`config.mk`:
```
export PLATFORM = sky130hd
export DESIGN_NAME = seg_scan_driver
export DESIGN_NICKNAME = d
export VERILOG_FILES = /design/src/rtl/seg_scan_driver.sv
export SDC_FILE = /design/constraint.sdc
export NUM_CORES = 1
export LEC_CHECK = 0
export ABC_AREA = 0
export BUFFER_PORTS_ARGS = -buffer_cell sky130_fd_sc_hd__buf_2
export CORE_MARGIN = 5
export CORE_UTILIZATION = 50
export DETAILED_ROUTE_END_ITERATION = 10
export PLACE_DENSITY = 0.72
export REMOVE_ABC_BUFFERS = 1
export SYNTH_ARGS = -nofsm -noshare
export SYNTH_HDL_FRONTEND = slang
export SYNTH_SLANG_ARGS = --single-unit
```
`constraint.sdc`:
```
create_clock -name clk -period 3.15 [get_ports clk]
set_input_delay 0.315 -clock clk [delete_from_list [all_inputs] [get_ports clk]]
set_output_delay 0.315 -clock clk [all_outputs]
set_load 0.05 [all_outputs]
```
`src/rtl/seg_scan_driver.sv`:
```
// rtl/seg_scan_driver.sv - four-digit multiplexed 7-segment scan driver
//
// Latches a 16-bit hex value plus per-digit decimal points into a shadow
// buffer and promotes it to the displayed (active) copy only at the start of
// a frame, so a frame never mixes old and new digits. Digits are scanned
// 3,2,1,0 with SCAN_DIV cycles on and GAP_CYCLES all-off between digits.
//
// Ports:
//   clk        in  1   system clock, rising edge
//   reset      in  1   asynchronous, active-low
//   load       in  1   strobe: capture value/dp_in into shadow
//   value      in  16  digit3 = [15:12] ... digit0 = [3:0]
//   dp_in      in  4   decimal point, bit n -> digit n
//   blank_lz   in  1   leading-zero blanking enable
//   enable     in  1   scan enable
//   display    out 8   segments {a,b,c,d,e,f,g,dp}, active-high
//   control    out 4   digit selects, active-low, bit n -> digit n
//   frame_done out 1   one-cycle pulse on the gap following digit0
module seg_scan_driver #(
  parameter int unsigned SCAN_DIV   = 200,
  parameter int unsigned GAP_CYCLES = 4
) (
  input  logic        clk,
  input  logic        reset,
  input  logic        load,
  input  logic [15:0] value,
  input  logic [3:0]  dp_in,
  input  logic        blank_lz,
  input  logic        enable,
  output logic [7:0]  display,
  output logic [3:0]  control,
  output logic        frame_done
);

  typedef enum logic {
    GAP  = 1'b0,
    SHOW = 1'b1
  } state_t;

  localparam logic [15:0] GAP_LAST  = 16'(GAP_CYCLES - 1);
  localparam logic [15:0] SHOW_LAST = 16'(SCAN_DIV - 1);

  state_t      state, state_nxt;
  logic [1:0]  ptr, ptr_nxt;
  logic [15:0] cnt, cnt_nxt;
  logic [15:0] shadow_value, active_value, active_value_nxt;
  logic [3:0]  shadow_dp, active_dp, active_dp_nxt;
  logic        pending, pending_nxt;
  logic        promote;
  logic        frame_done_nxt;
  logic [7:0]  display_nxt;
  logic [3:0]  control_nxt;
  logic [3:0]  lz;
  logic [3:0]  nibble;
  logic [7:0]  seg;

  function automatic logic [7:0] enc(input logic [3:0] n);
    case (n)
      4'h0: enc = 8'b11111100;
      4'h1: enc = 8'b01100000;
      4'h2: enc = 8'b11011010;
      4'h3: enc = 8'b11110010;
      4'h4: enc = 8'b01100110;
      4'h5: enc = 8'b10110110;
      4'h6: enc = 8'b10111110;
      4'h7: enc = 8'b11100000;
      4'h8: enc = 8'b11111110;
      4'h9: enc = 8'b11110110;
      4'hA: enc = 8'b11111010;
      4'hB: enc = 8'b00111110;
      4'hC: enc = 8'b00011010;
      4'hD: enc = 8'b01111010;
      4'hE: enc = 8'b11011110;
      4'hF: enc = 8'b10001110;
    endcase
  endfunction

  // Next state, promotion and the registered output values. Outputs are
  // derived from the *next* state so they change on the same edge as
  // state/ptr, with no input-to-output combinational path.
  always_comb begin
    state_nxt      = state;
    ptr_nxt        = ptr;
    cnt_nxt        = cnt;
    promote        = 1'b0;
    frame_done_nxt = 1'b0;

    if (!enable) begin
      // Idle: park at the leading gap of a frame; flush any pending load
      // so it is shown as soon as scanning resumes.
      state_nxt = GAP;
      ptr_nxt   = 2'd3;
      cnt_nxt   = '0;
      promote   = pending;
    end else begin
      case (state)
        GAP: begin
          if (cnt == GAP_LAST) begin
            state_nxt = SHOW;
            cnt_nxt   = '0;
            promote   = pending && (ptr == 2'd3);
          end else begin
            cnt_nxt = cnt + 16'd1;
          end
        end
        SHOW: begin
          if (cnt == SHOW_LAST) begin
            state_nxt      = GAP;
            cnt_nxt        = '0;
            ptr_nxt        = ptr - 2'd1;
            frame_done_nxt = (ptr == 2'd0);
          end else begin
            cnt_nxt = cnt + 16'd1;
          end
        end
        default: begin
          state_nxt = GAP;
          cnt_nxt   = '0;
        end
      endcase
    end

    active_value_nxt = promote ? shadow_value : active_value;
    active_dp_nxt    = promote ? shadow_dp    : active_dp;

    // A load coinciding with promotion stays pending: the promoted copy is
    // the older shadow, the new one waits for the next frame.
    if (load) begin
      pending_nxt = 1'b1;
    end else if (promote) begin
      pending_nxt = 1'b0;
    end else begin
      pending_nxt = pending;
    end

    // lz[n]: nibble n and every nibble above it are zero. Digit0 never blanks.
    lz[3] = (active_value_nxt[15:12] == 4'h0);
    lz[2] = lz[3] && (active_value_nxt[11:8] == 4'h0);
    lz[1] = lz[2] && (active_value_nxt[7:4] == 4'h0);
    lz[0] = 1'b0;

    nibble = active_value_nxt[{ptr_nxt, 2'b00} +: 4];
    seg    = enc(nibble);
    if (blank_lz && lz[ptr_nxt]) begin
      seg[7:1] = 7'b0;
    end

    display_nxt = 8'h00;
    control_nxt = 4'hF;
    if (state_nxt == SHOW) begin
      control_nxt[ptr_nxt] = 1'b0;
      display_nxt          = seg | {7'b0, active_dp_nxt[ptr_nxt]};
    end
  end

  always_ff @(posedge clk or negedge reset) begin
    if (!reset) begin
      state        <= GAP;
      ptr          <= 2'd3;
      cnt          <= '0;
      shadow_value <= '0;
      shadow_dp    <= '0;
      active_value <= '0;
      active_dp    <= '0;
      pending      <= 1'b0;
      display      <= 8'h00;
      control      <= 4'hF;
      frame_done   <= 1'b0;
    end else begin
      state        <= state_nxt;
      ptr          <= ptr_nxt;
      cnt          <= cnt_nxt;
      active_value <= active_value_nxt;
      active_dp    <= active_dp_nxt;
      pending      <= pending_nxt;
      display      <= display_nxt;
      control      <= control_nxt;
      frame_done   <= frame_done_nxt;
      if (load) begin
        shadow_value <= value;
        shadow_dp    <= dp_in;
      end
    end
  end

endmodule

```
==> flow_summary.json, run 1 <==
{
  "maxCapViolations": 0,
  "synth_edf_count": 0,
  "drc": 0,
  "grt_max_degree": 48,
  "viasPerCell": 5.47,
  "ys_ff_latch": 73,
  "grt_pass1_wl_um": 12800,
  "clock_skew_ps": 11.5,
  "crit_arrival_ps": 3390,
  "pwr-share-clk_pct": 30.8,
  "critPathLaunchType": "flop",
  "dieArea_um2": 8850,
  "fin_util_pct": 65.9,
  "clk_pin_slew_ps": 70,
  "coreArea_um2": 6830,
  "diodes": 0,
  "hp-class": "in -> async",
  "yosysTopAreaCellShare_pct": 47.5,
  "postRouteAntennaNets": 0,
  "layout-drive-gt1-share_pct": 38.8,
  "syn-cell-area_um2": 3530,
  "cts_root_buffer": "clkbuf_8",
  "dieHeight_um": 94.1,
  "htreeDepth": 3,
  "ir_worst_vdd_v": 0.000249,
  "cp.required_ps": 3360,
  "grt_pass1_vias": 2687,
  "wire_per_inst_um": 15.7,
  "post_dp_cell_area_um2": 4060,
  "async_flop_share_pct": 100,
  "hold_viol": 0,
  "cts_made_buffers": 9,
  "power_density_nw_per_um2": 532,
  "slew_headroom_pct": 32.5,
  "p_comb_share_pct": 24.2,
  "cpMaxStageDelayCell": "or4b_4",
  "netlist_instances": 323,
  "die_w_um": 94.1,
  "fp-row-count": 30,
  "drt_iter0_markers": 126,
  "synth_top_cells_by_area": "dfrtp_1 (47%), mux2_2 (8.6%), dfstp_2 (4.5%)",
  "start_util_pct": 51.7,
  "worst-path-buf-inv": 3,
  "slew_violations": 0,
  "cp_top_family": "simple AND/OR/NAND/NOR gates",
  "max_freq_mhz": 315,
  "post-route-min-period_ps": 3180,
  "crit_type": "reg -> reg",
  "routed_wl_um": 7800,
  "run_status": "finished with violations",
  "r2r-start": "cnt[0]",
  "grt-ovfl-total": 0,
  "synth.distinct_cells": 43,
  "place_hpwl_um": 5390,
  "switching_share_pct": 28.7,
  "rsz0062_at_grt": "yes",
  "nNetsFinal": 432,
  "ys.flop_type": "dfrtp_1",
  "startpoint": "cnt[0]",
  "synth.avg_cell_area_um2": 10.9,
  "antenna_found_initial": 0,
  "yosysWarnings": 0,
  "ios": 38,
  "crit_fanout": 8,
  "grt_use_total_pct": 18.5,
  "worst_pin_slew_ps": 1010,
  "path_cells": "ha_2, or4b_4, or3_4, o21a_4, buf_12, mux2_4, mux2i_4, mux2i_4, buf_6, buf_4, o211ai_1, o211ai_1",
  "cpPeakStageDelay_ps": 460,
  "clock-sinks": 73,
  "clock_latency_ps": 340,
  "setup_viol": 1,
  "synth_area_leader_cell": "dfrtp_1",
  "totalPowerFinal_uw": 2400,
  "vias": 2726,
  "sequentialPowerShare_pct": 45.0,
  "ys_seq_area_share_pct": 51.9,
  "cts_buffer_depth": 2,
  "cts_hold_buf": 0,
  "cts_tree": "done",
  "finalInstanceArea_um2": 4500,
  "violations": "setup timing",
  "port_buffers": 37,
  "period_share_pct": 101,
  "finalWorstSetupSlack_ps": -25.7,
  "p_int_uw": 1710,
  "cp-end-kind": "flop",
  "leakage_uw": 0.00207,
  "place_congestion": 0.864,
  "area_delta_synth_final_pct": 27.3,
  "dr.pass1.iters": 5,
  "p_switching_uw": 687
}
## power groups by stage
stage / clock, uW / combinational, uW / sequential [uW]
global placement: 0 / 453 / 1090
CTS: 754 / 514 / 1080
finish: 737 / 580 / 1080
floorplan: 0 / 269 / 1110
detailed placement: 0 / 469 / 1100
global route: 792 / 631 / 1090
## sequential cells by signal, summed over array words and instances, names as in the netlist
| signal | cells |
|---|---|
| display | 8 |
| state | 1 |
| cnt | 16 |
| pending | 1 |
| frame_done | 1 |
| ptr | 2 |
| shadow_dp | 4 |
| shadow_value | 16 |
| active_value | 16 |
| control | 4 |
| active_dp | 4 |
## cell usage after synthesis (3+ instances only)
cell,count
dfrtp_1,67
dfstp_2,6
nand3_1,18
nand4_1,3
xnor2_1,6
inv_2,3
mux2i_1,8
nor4_1,7
ha_1,9
nor2_1,27
o2111ai_2,4
clkbuf_1,13
a21oi_1,3
mux2_2,27
or4_1,3
o211ai_1,15
xor2_1,9
o21ai_1,3
o2111ai_1,4
inv_1,16
o21ai_0,17
nand2_1,26
## cell usage in the layout, fill, tap and decap left out, types with 3 or more instances in the layout
cell type / synthesis / final
o21ai_1: 3 / 3
nand2_1: 26 / 26
nand3_1: 18 / 18
buf_4: 1 / 39
mux2i_1: 8 / 6
ha_4: 0 / 3
buf_2: 2 / 37
o2111ai_1: 4 / 3
o21ai_0: 17 / 17
o211ai_1: 15 / 15
dfrtp_1: 67 / 67
nand4_1: 3 / 3
nor4_1: 7 / 7
inv_1: 16 / 15
nor2_1: 27 / 27
dfstp_2: 6 / 6
xnor2_1: 6 / 5
o2111ai_2: 4 / 5
mux2i_4: 1 / 4
a21oi_1: 3 / 3
mux2_4: 0 / 6
ha_1: 9 / 4
xor2_1: 9 / 9
clkbuf_8: 0 / 11
or4_1: 3 / 3
mux2_2: 27 / 21
## per-layer routing
layer	share of wire (%)	GRT usage [%]	up-vias
met4	1.8	7.58	0
li1	-	-	1284
met3	4.4	2.72	16
met2	49	30.2	74
met5	0	0	-
met1	45	24.7	1352
## cells by family after synthesis
logic type      count (synthesis)  synth area share (%)
fa+ha+maj                       9                  3.19
compound gates                 54                  11.2
buf+inv                        37                  4.53
flops                          73                  51.9
simple gates                   98                  13.5
xor+xnor                       15                  3.72
mux                            37                  11.9
## path summary, 6_finish.rpt
path / endpoint / slack [ps] / depth (start not counted)
worst max-delay path: display[7] / -30 / 12
worst max register to register: display[7] / -30 / 12
max in group asynchronous: ptr[1] / 2190 / 2
worst min register to register: active_dp[3] / 490 / 1
min in group clk: shadow_value[3] / 170 / 3
worst min-delay path: cnt[14] / 130 / 1
## repair_timing
item	in CTS	in global routing
gates cloned	0	2
pin swaps	2	5
buffers inserted	2	3
endpoints found under the setup margin	6	7
gates resized for setup	16	17
## cell type report
class / instances / area (um^2)
Fill cell: 550 / 2330
Sequential cell: 73 / 1830
Multi-Input combinational cell: 213 / 1680
Timing Repair Buffer: 82 / 591
Clock buffer: 12 / 155
Tap cell: 96 / 120
Inverter: 19 / 81.3
Clock inverter: 3 / 40.0
## stage by stage
stage / setup TNS, ps / std cells / hold slack [ps] / setup WS [ps]
2_1_floorplan: -3880 / 305 / 19.4 / -648
3_3_place_gp: 0 / 476 / 477 / 0.542
3_5_place_dp: -208 / 476 / 481 / -78.7
4_1_cts: 0 / 493 / 155 / 7.54
5_1_grt: -517 / 498 / 175 / -127
6_report: -25.7 / 498 / 129 / -25.7
No activity file was read; power rests on OpenSTA's default activity.
==> inputs of run 2 (changes only) <==
Settings changed: SETUP_SLACK_MARGIN from default to 0.2.
==> flow_summary.json, run 2 (synthesis gave the netlist of run 1 again) <==
{
  "htreeDepth": 3,
  "dieHeight_um": 94.1,
  "post-route-min-period_ps": 3160,
  "power_density_nw_per_um2": 528,
  "cts_root_buffer": "clkbuf_8",
  "layout_common_cells": "dfrtp_1 (67), buf_4 (43), buf_2 (37)",
  "drt_iter0_markers": 161,
  "hold_viol": 0,
  "rsz0062_at_grt": "yes",
  "cts_hold_buf": 0,
  "r2r_setup_slack_ps": -5,
  "hp-class": "in -> async",
  "mostFrequentLayoutCell": "dfrtp_1",
  "maxCapViolations": 0,
  "met1_usage_pct": 26.0,
  "fill_cells": 535,
  "grt-ovfl-total": 0,
  "cts_buffer_depth": 2,
  "clock-sinks": 73,
  "reg2reg_depth": 14,
  "worst_pin_slew_ps": 1020,
  "leakage_uw": 0.00212,
  "cts_made_buffers": 9,
  "grt_pass1_vias": 2854,
  "ir_worst_vdd_v": 0.000245,
  "drc": 0,
  "gr-max-usage-layer": "met2",
  "post_dp_cell_area_um2": 4060,
  "ios": 38,
  "clock_skew_ps": 14.4,
  "grt_pass1_wl_um": 13800,
  "r2r-start": "cnt[1]",
  "fin_util_pct": 67.8,
  "clk_pin_slew_ps": 70,
  "grt_use_total_pct": 20.1,
  "grtUsageMet2_pct": 33.4,
  "nNetsFinal": 442,
  "dieArea_um2": 8850,
  "coreArea_um2": 6830,
  "area_delta_synth_final_pct": 31.0,
  "cp.required_ps": 3360,
  "crit_type": "reg -> reg",
  "final_cells": 508,
  "crit_arrival_ps": 3360,
  "top_regs": "active_value: 16 flops, cnt: 16 flops, shadow_value: 16 flops",
  "fp-row-count": 30,
  "viasPerCell": 5.44,
  "place_congestion": 0.864,
  "diodes": 0,
  "clock_latency_ps": 350,
  "wire_per_inst_um": 16.3,
  "cts_tree": "done",
  "cp-end-kind": "flop",
  "max_freq_mhz": 317,
  "postRouteAntennaNets": 0,
  "place_inst": 476,
  "period_share_pct": 100,
  "met3_usage_pct": 2.80,
  "vias": 2762,
  "grt_max_degree": 48,
  "dr.pass1.iters": 4,
  "run_status": "finished with violations",
  "finalWorstSetupSlack_ps": -5.37,
  "antenna_found_initial": 0,
  "r2r_end": "display[7]",
  "start_util_pct": 51.7,
  "routed_wl_um": 8280,
  "slew_headroom_pct": 31.8,
  "crit_fanout": 5,
  "die_w_um": 94.1,
  "place_hpwl_um": 5390,
  "slew_violations": 0,
  "dp_slack_ps": -78.7,
  "layout-drive-gt1-share_pct": 41.3,
  "setup_viol": 1,
  "finalInstanceArea_um2": 4630,
  "violations": "setup timing",
  "critPathLaunchType": "flop",
  "port_buffers": 37
}
[run 2: area by class of cell]
type	instances	area (um^2)	share of cell area, %
timing repair buffer	92	701	15.1
inverter	19	81.3	1.76
multi-input combinational	213	1700	36.7
sequential	73	1830	39.6
clock inverter	3	40.0	0.865
clock buffer	12	155	3.35
tap	96	120	2.59
[run 2: metrics by stage]
step | TNS, ps | hold WS, ps | total power [uW]
final | -5.37 | 133 | 2440
after global routing | -474 | 176 | 2560
after detailed placement | -208 | 481 | 1560
after CTS | 0 | 155 | 2420
after global placement | 0 | 477 | 1540
after floorplan | -3880 | 19.4 | 1380
[run 2: worst max-delay path by stage]
stage / startpoint / endpoint / slack [ps] / cells past startpoint
after floorplan: cnt[0] / display[6] / -650 / 11
after global placement: cnt[0] / display[4] / 0.5 / 13
after detailed placement: cnt[1] / display[5] / -80 / 13
after CTS: cnt[1] / display[2] / 40 / 13
after global routing: cnt[1] / display[2] / -110 / 13
final: cnt[1] / display[7] / -5 / 14
[run 2: repair_timing]
item                                    in CTS  in global routing
cloned                                       2                  0
endpoints found under the setup margin       7                  8
endpoints found under the hold margin        0                  0
resized for setup                           42                  8
buffers inserted                            12                  3
pin swaps                                   17                  7
[run 2: per-layer routing]
layer,wire (um),share of wire (%)
met4,172,2.1
met1,3670,44
met3,387,4.7
met2,4040,49
met5,0,0
[run 2: where the power goes]
group / switching (uW) / total (uW) / leakage (uW) / internal (uW)
combinational: 326 / 626 / 0.00111 / 299
clock: 334 / 737 / 0.000102 / 403
sequential: 47.5 / 1080 / 0.000912 / 1030
[run 2: worst max-delay path, cell delays in order, from the launching register on]
cell,delay (ps)
dfrtp_1,360
ha_2,170
or4b_4,460
or3_4,390
o21a_4,260
buf_12,150
mux2_4,320
mux2i_4,170
mux2i_4,150
buf_6,160
inv_6,60
ha_4,120
nand2_1,40
o211ai_1,80
o211ai_1,130
==> inputs of run 3 (changes only) <==
Clock period 3.15 ns to 2.6 ns, I/O delays scaled along.
==> flow_summary.json, run 3 (synthesis gave the netlist of run 1 again) <==
{
  "maxCapViolations": 0,
  "wire_per_inst_um": 17.6,
  "layout-drive-gt1-share_pct": 44.5,
  "pwr-share-clk_pct": 32.0,
  "antenna_found_initial": 0,
  "finalWorstSetupSlack_ps": -536,
  "place_inst": 489,
  "sequentialPowerShare_pct": 42.6,
  "grt_use_total_pct": 20.7,
  "tns_ps": -3420,
  "ir_worst_vdd_v": 0.000408,
  "dieHeight_um": 94.1,
  "top_regs": "active_value: 16 flops, cnt: 16 flops, shadow_value: 16 flops",
  "hp-class": "in -> reg",
  "grt-ovfl-total": 0,
  "slew_violations": 0,
  "place_hpwl_um": 5510,
  "grt_max_degree": 42,
  "p_comb_share_pct": 25.4,
  "ios": 38,
  "critPathLaunchType": "flop",
  "period_share_pct": 121,
  "grt_pass1_wl_um": 14000,
  "max_freq_mhz": 319,
  "clock_skew_ps": 10.9,
  "postRouteAntennaNets": 0,
  "crit_arrival_ps": 3390,
  "slew_headroom_pct": 50.8,
  "r2r-start": "cnt[1]",
  "crit_fanout": 6,
  "layout_common_cells": "dfrtp_1 (67), buf_4 (50), buf_2 (38)",
  "power_density_nw_per_um2": 637,
  "final_cells": 521,
  "violations": "setup timing",
  "mostFrequentLayoutCell": "dfrtp_1",
  "clk_pin_slew_ps": 80,
  "startpoint": "cnt[1]",
  "start_util_pct": 51.7,
  "worst_pin_slew_ps": 737,
  "leakage_uw": 0.00220,
  "min_from": "value[10]",
  "die_w_um": 94.1,
  "fp-row-count": 30,
  "port_buffers": 37,
  "htreeDepth": 3,
  "dr.pass1.iters": 5,
  "coreArea_um2": 6830,
  "drc": 0,
  "place_congestion": 0.850,
  "hold_viol": 0,
  "cts_root_buffer": "clkbuf_8",
  "setup_viol": 8,
  "clock-sinks": 73,
  "routed_wl_um": 9170,
  "crit_type": "reg -> reg",
  "cts_tree": "done",
  "run_status": "finished with violations",
  "diodes": 0,
  "vias": 2869,
  "cts_made_buffers": 9,
  "grt_pass1_vias": 2820,
  "post-route-min-period_ps": 3140,
  "p_switching_uw": 912,
  "p_int_uw": 2170,
  "area_delta_synth_final_pct": 37.1,
  "drt_iter0_markers": 199,
  "cts_buffer_depth": 2,
  "nNetsFinal": 455,
  "switching_share_pct": 29.6,
  "viasPerCell": 5.51,
  "dieArea_um2": 8850,
  "cp-end-kind": "flop",
  "clock_latency_ps": 350,
  "cp.required_ps": 2860,
  "rsz0062_at_grt": "yes"
}
[run 3: cell count changes in the layout (fill, tap and decap cells not counted), sizes merged]
cell / previous run / this run
buf: 92 / 101
clkinvlp: 0 / 2
bufinv: 1 / 2
clkinv: 2 / 1
dlygate4sd3: 0 / 1
o21a: 1 / 2
[run 3: power groups by stage]
| stage | clock, uW | sequential [uW] | combinational [uW] |
|---|---|---|---|
| finish | 988 | 1320 | 783 |
| global route | 1050 | 1330 | 837 |
| CTS | 993 | 1310 | 662 |
| detailed placement | 0 | 1330 | 578 |
| global placement | 0 | 1330 | 554 |
| floorplan | 0 | 1350 | 325 |
[run 3: worst max-delay path: stages (launching register included)]
cell,delay [ps]
dfrtp_1,370
ha_2,180
or4b_4,490
nor4_4,220
buf_4,180
mux2_4,350
inv_4,100
buf_4,160
o2111ai_1,140
nand4_1,220
buf_6,180
mux2i_1,230
nor2_1,70
a211oi_1,160
[run 3: stage by stage]
stage	util (%)	setup WS [ps]	hold WS, ps	total power, uW	cell area (um^2)
floorplan	-	-1200	-35.6	1670	3440
global placement	60.7	-552	360	1880	4150
detailed placement	60.7	-703	375	1910	4150
CTS	67.8	-463	102	2960	4630
global route	70.9	-655	125	3220	4840
finish	70.9	-536	110	3090	4840
[run 3: final cells by class]
class	count	area, um^2
repair buffers	104	790
well taps	96	120
inverters	19	81.3
clock buffers	10	138
fillers	483	1990
multi-input cells	214	1800
flip-flops and latches	73	1830
clock inverters	5	80.1
[run 3: worst paths after layout]
kind	end	slack, ps	depth (start not counted)
worst max-delay path	display[4]	-540	13
worst min-delay path	shadow_value[10]	110	3
worst max register to register	display[4]	-540	13
worst min register to register	active_dp[0]	500	1
max in group asynchronous	ptr[1]	1360	3
min in group asynchronous	cnt[8]	510	2
[run 3: routing by layer]
layer / share of wire (%) / GRT usage (%) / vias up
met5: 0 / 0 / -
met1: 43 / 27.1 / 1429
li1: - / - / 1336
met3: 4.4 / 3.45 / 21
met2: 50 / 33.2 / 83
met4: 2.7 / 10.2 / 0
[run 3: what timing repair did]
action                                 CTS  global route
cloned                                   1             3
endpoints found under the hold margin   16             0
setup endpoints to repair               15            13
gates resized for setup                 40            26
setup buffers                            7             5
pin swaps                               12             6
hold buffers                             1             0
